===== src/rtl/divider_controller.sv =====
// rtl/divider_controller.sv - sequencing FSM for the restoring shift-subtract divider.
// Optional divide-by-zero early exit is enabled by defining DIV_ZERO_TRAP_EN.
module divider_controller #(
    parameter int WIDTH = 32,
    parameter int CNT_W = 6
) (
    input  logic             CLK,
    input  logic             Reset,
    input  logic             Start,
    input  logic             Divisor_zero,
    input  logic             ALU_ge,
    output logic             W_ctrl,
    output logic             Rem_load,
    output logic             Rem_write,
    output logic             Rem_shift,
    output logic             Rem_lsb,
    output logic             Rem_fix,
    output logic [CNT_W-1:0] Iter_cnt,
    output logic             Busy,
    output logic             Done,
    output logic             Div_err
);

    typedef enum logic [2:0] {
        S_IDLE,
        S_LOAD,
        S_ITER,
        S_FIX,
        S_DONE
    } state_t;

    localparam logic [CNT_W-1:0] LAST_ITER = CNT_W'(WIDTH - 1);
    localparam logic [CNT_W-1:0] CNT_FULL  = CNT_W'(WIDTH);

    state_t           state_q, state_d;
    logic [CNT_W-1:0] cnt_q, cnt_d;
    logic             div_err_q, div_err_d;
    logic             zero_trap;

`ifdef DIV_ZERO_TRAP_EN
    assign zero_trap = Divisor_zero;
`else
    logic unused_divisor_zero;
    assign unused_divisor_zero = Divisor_zero;
    assign zero_trap = 1'b0;
`endif

    always_comb begin
        state_d   = state_q;
        cnt_d     = cnt_q;
        div_err_d = div_err_q;
        W_ctrl    = 1'b0;
        Rem_load  = 1'b0;
        Rem_write = 1'b0;
        Rem_shift = 1'b0;
        Rem_lsb   = 1'b0;
        Rem_fix   = 1'b0;
        Busy      = 1'b0;
        Done      = 1'b0;
        Div_err   = 1'b0;
        case (state_q)
            S_IDLE: begin
                if (Start) begin
                    state_d = S_LOAD;
                    cnt_d   = '0;
                end
            end
            S_LOAD: begin
                W_ctrl    = 1'b1;
                Rem_load  = 1'b1;
                Busy      = 1'b1;
                cnt_d     = '0;
                div_err_d = zero_trap;
                state_d   = zero_trap ? S_DONE : S_ITER;
            end
            S_ITER: begin
                Busy      = 1'b1;
                Rem_shift = 1'b1;
                Rem_write = ALU_ge;
                Rem_lsb   = ALU_ge;
                cnt_d     = cnt_q + 1'b1;
                if (cnt_q == LAST_ITER) begin
                    state_d = S_FIX;
                end
            end
            S_FIX: begin
                Rem_fix = 1'b1;
                Busy    = 1'b1;
                cnt_d   = CNT_FULL;
                state_d = S_DONE;
            end
            S_DONE: begin
                Done    = 1'b1;
                Div_err = div_err_q;
                // Counter returns to 0 so IDLE presents all-zero outputs.
                cnt_d   = '0;
                state_d = S_IDLE;
            end
            default: begin
                state_d = S_IDLE;
                cnt_d   = '0;
            end
        endcase
    end

    always_ff @(posedge CLK) begin
        if (Reset) begin
            state_q   <= S_IDLE;
            cnt_q     <= '0;
            div_err_q <= 1'b0;
        end else begin
            state_q   <= state_d;
            cnt_q     <= cnt_d;
            div_err_q <= div_err_d;
        end
    end

    assign Iter_cnt = cnt_q;

endmodule


===== config.mk =====
export PLATFORM = sky130hd
export DESIGN_NAME = divider_controller
export DESIGN_NICKNAME = d
export VERILOG_FILES = /design/src/rtl/divider_controller.sv
export SDC_FILE = /design/constraint.sdc
export NUM_CORES = 1
export LEC_CHECK = 0
export ABC_AREA = 1
export BUFFER_PORTS_ARGS = -buffer_cell sky130_fd_sc_hd__buf_4
export CORE_MARGIN = 1.5
export CORE_UTILIZATION = 35
export DETAILED_ROUTE_END_ITERATION = 10
export SETUP_SLACK_MARGIN = 0.1
export SYNTH_ARGS = -nofsm -noshare
export SYNTH_HDL_FRONTEND = slang
export SYNTH_SLANG_ARGS = --single-unit

===== constraint.sdc =====
create_clock -name CLK -period 3.5 [get_ports CLK]
set_clock_uncertainty 0.1 [all_clocks]
set_input_delay 0.35 -clock CLK [delete_from_list [all_inputs] [get_ports CLK]]
set_output_delay 0.35 -clock CLK [all_outputs]
set_load 0.02 [all_outputs]

==> metrics.md <==
| Metric | Value |
|---|---|
| Post-CTS setup buffers | `0` |
| Largest net degree at the start of global routing | `10` |
| Internal Power | `0.1941 mW` |
| Hold buffers post-CTS | `0` |
| Die width | `41.19 µm` |
| Leakage power | `0.3348 nW` |
| CTS Root Cell | `clkbuf_4` |
| Final ANT Viol Nets | `0` |
| Clock network power share | `25.9%` |
| Post-synth top area share | `35.29%` |
| Setup TNS | `0 ns` |
| Post-DR vias/cell | `4.476` |
| Sequential cell area | `180.2 µm²` |
| Antenna cell count | `0` |
| Max clock buf depth | `2` |
| YS warnings | `0` |
| Area leader, netlist | `dfxtp_1` |
| Status | `complete, no violations` |
| Antenna violations before repair | `0` |
| RSZ-0062 raised after global routing | `false` |
| Initial Util | `38.27%` |
| Die Span Y | `41.19 µm` |
| Grt ovf | `0` |
| Switching Share | `36.69%` |
| Synth Cell Area | `510.5 µm²` |
| Weighted congestion at the end of routability-driven global placement | `0.7396` |
| Mapped Nets | `78` |
| Routed wire length | `931 µm` |
| Die ar. | `0.001697 mm²` |
| Post-CTS sizing | `0` |
| Site row count | `13` |
| First-pass GRT wire length | `1559 µm` |
| Seq cells post-synth | `9` |
| CP arrival | `1.22 ns` |
| Cell count after synthesis | `72` |
| PD cells | `463.2 mW/mm²` |
| Gate power share | `34.1%` |
| Cell variety after synth | `23` |
| Switching power | `0.1125 mW` |
| Max cap viols | `0` |
| Vias | `470` |
| Top cells by count, synth | `11 x inv_1, 10 x nand2_1, 9 x dfxtp_1` |
| Crit end category | `output pin` |
| Mean routed wirelength per cell | `8.867 µm` |
| Post-synthesis sequential area ratio | `35.29%` |
| Crit Path Max Fanout | `4` |
| Iter 0 DRT Violations | `9` |
| # nets final | `97` |
| Hpwl dp | `738.5 µm` |
| IO Pins | `20` |
| Max Clock Freq | `598.7 MHz` |
| Worst hold path class | `primary input to flip-flop` |
| Share of cells above drive strength 1 | `35.56%` |
| Worst-path clk slew | `0.06 ns` |
| Total Routing Usage GR | `14.59%` |
| Startpoint class of the critical path | `flip-flop` |
| Final worst path period share | `47.72%` |
| Area grow syn2layout | `29.66%` |
| Worst-Skew Late Latency | `0.26 ns` |
| Num CTS Buffers | `3` |
| Worst VDD drop | `0.2101 mV` |
| PortBufs | `17` |
| CTS H-tree lvls | `1` |
| Vias in the first global route | `382` |
| Req. time, crit path | `3.05 ns` |
| Core area | `0.001334 mm²` |
| Syn_area_per_cell | `7.090 µm²` |
| TritonCTS clock tree | `yes` |
| Post-route cell area | `661.9 µm²` |
| Critical path type | `flip-flop to output pin` |
| Placed Area | `634.4 µm²` |
| # setup viols final | `0` |
| Multi-input logic area | `262.8 µm²` |
| Filler instances | `147` |
| Top area cells in the synthesized netlist | `dfxtp_1 35%, inv_1 8.1%, nand2_1 7.4%, nand3_1 6.9%, nor2_1 5.1%` |
| Clk sinks | `9` |
| Final hold violation count | `0` |
| Pre-Repair DR Iteration Count | `3` |
| Main flop type after synthesis | `dfxtp_1` |
| Max-slew violations | `0` |
| Number of synthesized flops with an enable pin | `0` |
| FFs w/ async S/R, synth | `0%` |
| Fin crit period | `1.670 ns` |
| Count leader, synth | `inv_1` |
| DR DRC count | `0` |
| Reg power frac | `40.0%` |
[power by group through the flow]
stage	clock network, mW	registers (mW)	logic, mW
2_1_floorplan	0	0.128	0.0705
3_3_place_gp	0	0.125	0.106
3_5_place_dp	0	0.125	0.106
4_1_cts	0.0844	0.123	0.106
5_1_grt	0.0888	0.125	0.118
6_report	0.0794	0.123	0.105
[routing by layer]
metal  routed length [µm]  GRT usage, %
met1                  451         17.74
met2                  427         21.48
met3                   51         9.783
met4                    0         2.419
met5                    0             0
[cell families after synthesis]
family | synth area share, %
xor gates and xnor gates | 1.716
other | 0.7346
DFF | 35.29
AOI/OAI and AO/OA | 11.03
adders and majority gates | 2.451
and+or+nand+nor | 35.54
buffers and inverters | 13.23
[cell type report]
class                   instances  share of cell area (%)
multi-input cells              48                   39.70
clock inverters                 1                  0.7561
flip-flops and latches          9                   27.22
clock buffers                   3                   3.403
inverters                      12                   6.805
well taps                      15                   2.836
repair buffers                 17                   19.28
[stage by stage]
step                      setup WS [ns]  power, mW  cells  utilization, %  hold slack (ns)
final                             1.830     0.3066    105           49.62           0.1808
after global routing              1.689     0.3310    105           49.62           0.1670
after CTS                         1.806     0.3134    105           49.62           0.1748
after detailed placement          2.110     0.2310    101           47.56           0.4040
after global placement            2.102     0.2306    101           47.56           0.4029
after floorplan                   1.951     0.1981     72               -           0.3191
[path summary, 6_finish.rpt]
check / start / end / slack [ns] / cells after the start
worst max-delay path: state_q[0] / Busy / 1.83 / 6
worst min-delay path: Reset / Iter_cnt[1] / 0.18 / 2
worst max register to register: Iter_cnt[0] / state_q[0] / 2.23 / 5
worst min register to register: Iter_cnt[1] / Iter_cnt[1] / 0.43 / 2
[critical path, cell delays in order, from the launching register on]
cell	delay (ns)
dfxtp_1	0.35
nor2_4	0.14
nand2_2	0.10
o21ai_0	0.10
inv_1	0.07
nand2_1	0.06
buf_4	0.14
[registers in the layout, indices dropped and copies added, names as in the netlist]
signal and cells:
Iter_cnt 6, state_q 3
[layout by cell type (no fill, tap or decap), types with 3 or more instances in the layout]
| cell type | n |
|---|---|
| buf_4 | 17 |
| inv_1 | 11 |
| nand2_1 | 10 |
| dfxtp_1 | 9 |
| nand3_1 | 7 |
| nor2_1 | 7 |
| nand2_2 | 4 |
| a21oi_1 | 4 |
| o21ai_0 | 3 |
| clkbuf_4 | 3 |
Note: power is estimated with default switching activity, not from simulation.
